**src/rtl/router_register_pkg.sv**
```systemverilog
// Shared router definitions: byte width, header field layout and the reserved address.
// Imported by the datapath register stage and its bench.
package router_register_pkg;

   localparam int DATA_W       = 8;
   localparam int ADDR_W       = 2;
   localparam int HDR_LEN_MSB  = 7;
   localparam int HDR_LEN_LSB  = 2;
   localparam int HDR_ADDR_MSB = 1;
   localparam int HDR_ADDR_LSB = 0;

   localparam logic [ADDR_W-1:0] ADDR_INVALID = 2'b11;

   typedef struct packed {
      logic [HDR_LEN_MSB-HDR_LEN_LSB:0] len;
      logic [ADDR_W-1:0]                addr;
   } hdr_t;

   // Only three output ports exist, so the top address value never gets a header latched.
   function automatic logic hdr_addr_ok(input logic [DATA_W-1:0] b);
      return b[HDR_ADDR_MSB:HDR_ADDR_LSB] != ADDR_INVALID;
   endfunction

endpackage

```
**src/rtl/router_register.sv**
```systemverilog
// Router datapath register: latches header, forwards payload to the FIFO with 1-cycle latency,
// parks one byte while the FIFO is full, and checks running XOR parity against the trailing parity byte.
module router_register
   import router_register_pkg::*;
(
   input  logic              clk,
   input  logic              rst,
   input  logic              pkt_valid,
   input  logic              fifo_full,
   input  logic              rst_int_reg,
   input  logic              detect_add,
   input  logic              ld_state,
   input  logic              laf_state,
   input  logic              full_state,
   input  logic              lfd_state,
   input  logic [DATA_W-1:0] data_in,
   output logic              parity_done,
   output logic              low_pkt_valid,
   output logic              err,
   output logic [DATA_W-1:0] dout
);

   logic [DATA_W-1:0] hdr_q, hdr_d;
   logic [DATA_W-1:0] hold_q, hold_d;
   logic [DATA_W-1:0] dout_q, dout_d;
   logic [DATA_W-1:0] int_par_q, int_par_d;
   logic [DATA_W-1:0] pkt_par_q, pkt_par_d;
   logic              lpv_q, lpv_d;
   logic              pd_q, pd_d;
   logic              err_q, err_d;
   logic              par_byte_take;

   // The parity byte is the first byte presented with pkt_valid low while loading into a non-full FIFO.
   assign par_byte_take = ld_state && !fifo_full && !pkt_valid;

   always_comb begin
      hdr_d     = hdr_q;
      hold_d    = hold_q;
      dout_d    = dout_q;
      int_par_d = int_par_q;
      pkt_par_d = pkt_par_q;
      lpv_d     = lpv_q;
      pd_d      = pd_q;
      err_d     = err_q;

      if (detect_add && pkt_valid && hdr_addr_ok(data_in))
         hdr_d = data_in;

      if (lfd_state)
         dout_d = hdr_q;
      else if (ld_state && !fifo_full)
         dout_d = data_in;
      else if (ld_state)
         hold_d = data_in;
      else if (laf_state)
         dout_d = hold_q;

      if (rst_int_reg)
         lpv_d = 1'b0;
      else if (ld_state && !pkt_valid)
         lpv_d = 1'b1;

      // Bytes re-presented while waiting on a full FIFO were already counted once.
      if (detect_add)
         int_par_d = '0;
      else if (lfd_state && pkt_valid)
         int_par_d = int_par_q ^ hdr_q;
      else if (ld_state && pkt_valid && !full_state)
         int_par_d = int_par_q ^ data_in;

      if (detect_add)
         pkt_par_d = '0;
      else if (par_byte_take)
         pkt_par_d = data_in;

      if (detect_add)
         pd_d = 1'b0;
      else if (par_byte_take || (laf_state && lpv_q && !pd_q))
         pd_d = 1'b1;

      if (pd_q)
         err_d = (int_par_q != pkt_par_q);
   end

   always_ff @(posedge clk) begin
      if (rst) begin
         hdr_q     <= '0;
         hold_q    <= '0;
         dout_q    <= '0;
         int_par_q <= '0;
         pkt_par_q <= '0;
         lpv_q     <= 1'b0;
         pd_q      <= 1'b0;
         err_q     <= 1'b0;
      end else begin
         hdr_q     <= hdr_d;
         hold_q    <= hold_d;
         dout_q    <= dout_d;
         int_par_q <= int_par_d;
         pkt_par_q <= pkt_par_d;
         lpv_q     <= lpv_d;
         pd_q      <= pd_d;
         err_q     <= err_d;
      end
   end

   assign dout          = dout_q;
   assign parity_done   = pd_q;
   assign low_pkt_valid = lpv_q;
   assign err           = err_q;

endmodule

```
**config.mk**
```make
export PLATFORM = sky130hd
export DESIGN_NAME = router_register
export DESIGN_NICKNAME = d
export VERILOG_FILES = /design/src/rtl/router_register_pkg.sv /design/src/rtl/router_register.sv
export SDC_FILE = /design/constraint.sdc
export NUM_CORES = 1
export LEC_CHECK = 0
export CORE_UTILIZATION = 25
export DETAILED_ROUTE_END_ITERATION = 10
export SLEW_MARGIN = 15
export SYNTH_ARGS = -nofsm -noshare
export SYNTH_HDL_FRONTEND = slang
export SYNTH_SLANG_ARGS = --single-unit
```
**constraint.sdc**
```tcl
create_clock -name clk -period 1.8 [get_ports clk]
set_input_delay 0.36 -clock clk [delete_from_list [all_inputs] [get_ports clk]]
set_output_delay 0.36 -clock clk [all_outputs]
set_load 0.01 [all_outputs]
```
==> results.md <==
Synthesis:
- The cell area that synthesis handed to floorplanning was about 2200 um^2.
- In the synthesized netlist the dominant register cell turns out to be sky130_fd_sc_hd__dfxtp_1.
- The synthesized design contains 0 enable-type register cells.
- In this run, distinct cell masters in the synthesized netlist total 36.
- The part of the Yosys area used for sequential elements is 0.3981.
- Yosys attributes the largest share of cell area to sky130_fd_sc_hd__dfxtp_1 (40%), sky130_fd_sc_hd__mux2i_1 (7.4%), sky130_fd_sc_hd__a21oi_1 (3.9%).
- In the post-synthesis netlist, the cell with the most instances is sky130_fd_sc_hd__dfxtp_1.
- The synthesized netlist cell count is 243.
- sky130_fd_sc_hd__dfxtp_1 takes more of the synthesized area than any other cell.
- The total nets after synthesis is 261.
- The average instance in the mapped netlist occupies 8.897 um^2.
- Yosys printed 0 warnings.
- The share of synthesized registers carrying an async set or reset is 0.
- The share of synthesized area in the top cell type comes to 0.3981.
- The register bit count reported by yosys is 43.
- Sorting the synthesized cells by how often they occur yields sky130_fd_sc_hd__dfxtp_1 (43), sky130_fd_sc_hd__nor2_1 (20), sky130_fd_sc_hd__nand2_1 (18), sky130_fd_sc_hd__a21oi_1 (17).

Route:
- The number of remaining DRC errors is 0.
- The total detailed-routing wirelength is 5.681 mm.
- The iteration-0 DRC count of the detailed router is 110.
- The number of iterations in the first detailed-routing pass is 4.
- In this run the remaining antenna-violating nets after routing total 0.
- The via count normalized by instance count is 4.860.
- The via count is 1871.
- The post-detailed-route wirelength per cell is 14.76 um.

Clock network:
- In this run the post-CTS setup repair buffer count came out at 0.
- The number of buffers on the longest clock path is 2.
- The maximum level of the CTS H-tree is 2.
- The clock edge transition at the registers on the reported setup and hold paths is 0.08 ns.
- The quantity of gates resized following cts is 0.
- TritonCTS built the clock tree.
- The clock latency at the later pin of the worst-skew pair is 0.30 ns.
- The number of hold buffers added after CTS was 0.
- TritonCTS created 5 clock buffers.
- The root cell of the clock tree is sky130_fd_sc_hd__clkbuf_8.
- The number of clock sinks is 43.

Power and ir drop:
- The share of total power dissipated in sequential elements is 0.502.
- The net switching power is 0.5052 mW.
- Summed over all cells, the static leakage comes to 1.089 nW.
- Of the total power, combinational logic draws 0.161.
- IR analysis of the VDD net gives a maximum drop of 0.3184 mV.
- Power spread over the standard cell area amounts to 728.8 nW/um^2.
- The net switching share of the total power is 0.2524.
- The internal portion of the total power is 1.496 mW.
- The share of total power dissipated in the clock network is 0.337.

Timing:
- The setup slack after layout is between 0.15 and 0.2 ns.
- The relative slew slack is 0.7279.
- Setup repair after global routing left no endpoint under its margin.
- The clock arrives with 0.007372 ns of skew.
- The time the worst path needs with I/O delays and setup is 1.627 ns.
- The total count of hold-check failures in the final report is 0.
- The number of pins with negative max-slew slack in the final report is 0.
- For the pin with the worst max-slew slack, the measured transition is 0.4072 ns.
- The highest clock rate is a little over 0.6 GHz.
- Of the available clock period, the critical path in the final layout requires 0.9041.
- For the final routed database, the setup TNS stands at 0 ns.
- Setup violations remaining at the end of the flow were counted as 0.

Placement:
- Port buffering added 28 buffers.
- The number of instances in the placed design is roughly 380.
- The sum of net half-perimeters after detailed placement is 4.150 mm.
- The pre-CTS setup slack is 0.004469 ns.
- The congestion estimate from routability-driven global placement came to ~0.78.
- Summing all placed instances gives a cell area of 2646 um^2.

Layout:
- The antenna cell count is 0.
- Once layout is complete, the cells apart from fillers number 385.
- Of the cells placed in the final design, the portion with a size suffix greater than 1 is 0.1179.
- The utilization after layout is 0.3309.
- The layout-stage area growth over the synthesis result is 27.03%.
- The finished cells cover between 2000 and 3000 um^2.
- In the final design database the tool counted 297 nets.

Min path:
- The path category of the worst min-delay check is reg -> reg.
- The worst hold path passes through 2 cells.

Run status:
- The flow ran to the end, and the final reports show no timing, DRC or antenna violations.

Setup path:
- The cell family contributing the most delay on the critical path is buffers and inverters.
- The signal on the critical path passes through clkdlybuf4s50_1.
- The number of cell instances on the worst register-to-register path is 3.
- The critical path class is reg -> out.
- Along the worst path, the maximum fanout reaches 4.
- The worst setup path is launched from a flip-flop.
- The worst setup path is captured at a primary output.
- The largest single stage delay on the critical path is 0.56 ns.
- The library cell contributing the largest single delay on the critical path is sky130_fd_sc_hd__clkdlybuf4s50_1.
- For the worst setup path, the data required time is ~1.4 ns.
- In this run the number of cells on the critical path is 1.
- The signal arrival time at the worst endpoint is 1.27 ns.
- The count of buffering cells on the critical path with inverters included is 1.

GRT:
- Summed over all layers, the global routing overflow is 0.
- The maximum number of pins on one net before global-route repair is 31.
- The wire length of the first global-routing pass is about 9.2 mm.
- The initial antenna violation count is 0.
- The global-route usage over all layers is 0.1376.
- The via count of the first global-routing pass is 1805.

Floorplan:
- The vertical die dimension is 95.00 um.
- The die covers 9024 um^2.
- 29 I/O pins were placed.
- The total area inside the core boundary comes to 8299 um^2.
- The initial utilization of the core area, before any placement, comes to 0.2605.
- The horizontal die dimension is 95.00 um.
- The standard-cell row count is 33.

Job:
- The max capacitance violation total is 0.
[layout make-up]
cell class	instances	area, um^2
sequential	43	860.8
fill	856	5553
timing repair buffer	46	452.9
multi-input combinational	172	1160
clock buffer	8	100.1
tap	105	131.4
inverter	11	41.29
[worst paths after layout]
check	startpoint	endpoint	slack, ns
worst max-delay path	parity_done	parity_done	0.17
worst min-delay path	dout[0]	dout[0]	0.47
worst max register to register	int_par_q[3]	err	0.78
worst min register to register	dout[0]	dout[0]	0.47
[routing by layer]
metal,track usage,vias to the layer above,wire length [um]
li1,-,939,-
met1,0.1846,884,2714
met2,0.2152,42,2649
met3,0.02657,6,245
met4,0.05556,0,72
met5,0,-,0
[through the flow]
| step | hold WS (ns) | power, mW |
|---|---|---|
| floorplan | 0.4368 | 1.192 |
| global placement | 0.4500 | 1.347 |
| detailed placement | 0.4583 | 1.349 |
| CTS | 0.4699 | 2.019 |
| global route | 0.4945 | 2.084 |
| finish | 0.4662 | 2.002 |
[cell families (layout without fill, tap and decap cells)]
family | Yosys count | after routing | share of synthesized area
DFF | 43 | 43 | 0.3982
buffers and inverters | 28 | 65 | 0.06539
AOI/OAI and AO/OA | 60 | 60 | 0.1707
and+or+nand+nor | 88 | 88 | 0.2593
xor gates and xnor gates | 8 | 8 | 0.03241
muxes | 16 | 16 | 0.07407
[power groups by stage]
stage	Clock, mW	Sequential [mW]	Combinational, mW
floorplan	0	1.03	0.165
global placement	0	1.03	0.320
detailed placement	0	1.03	0.321
CTS	0.691	1.01	0.322
global route	0.725	1.01	0.350
finish	0.675	1.00	0.321
[cells in the final DEF, fill, tap and decap left out, drive strengths merged, types with 8 or more instances in the layout]
master | Yosys | final
inv | 11 | 11
and2 | 9 | 9
or3 | 8 | 8
a21oi | 17 | 17
and3b | 8 | 8
xnor2 | 8 | 8
nand2 | 18 | 18
buf | 10 | 18
a211oi | 9 | 9
mux2i | 16 | 16
dfxtp | 43 | 43
clkdlybuf4s50 | 0 | 28
o21ai | 24 | 24
nor2 | 20 | 20
clkbuf | 7 | 8
o32ai | 8 | 8
nor4bb | 8 | 8
[worst register-to-register path, cell delays in order, from the launching register on]
cell and delay, ns:
sky130_fd_sc_hd__dfxtp_1 0.41, sky130_fd_sc_hd__xnor2_1 0.14, sky130_fd_sc_hd__nand3_1 0.09, sky130_fd_sc_hd__o31a_1 0.28
[state kept, by name (all words and copies together) (netlist names)]
register and flops:
pkt_par_q 8, hold_q 8, hdr_q 8, low_pkt_valid 1, int_par_q 8, err 1
parity_done 1, dout 8
(Power assumes the default switching activity.)
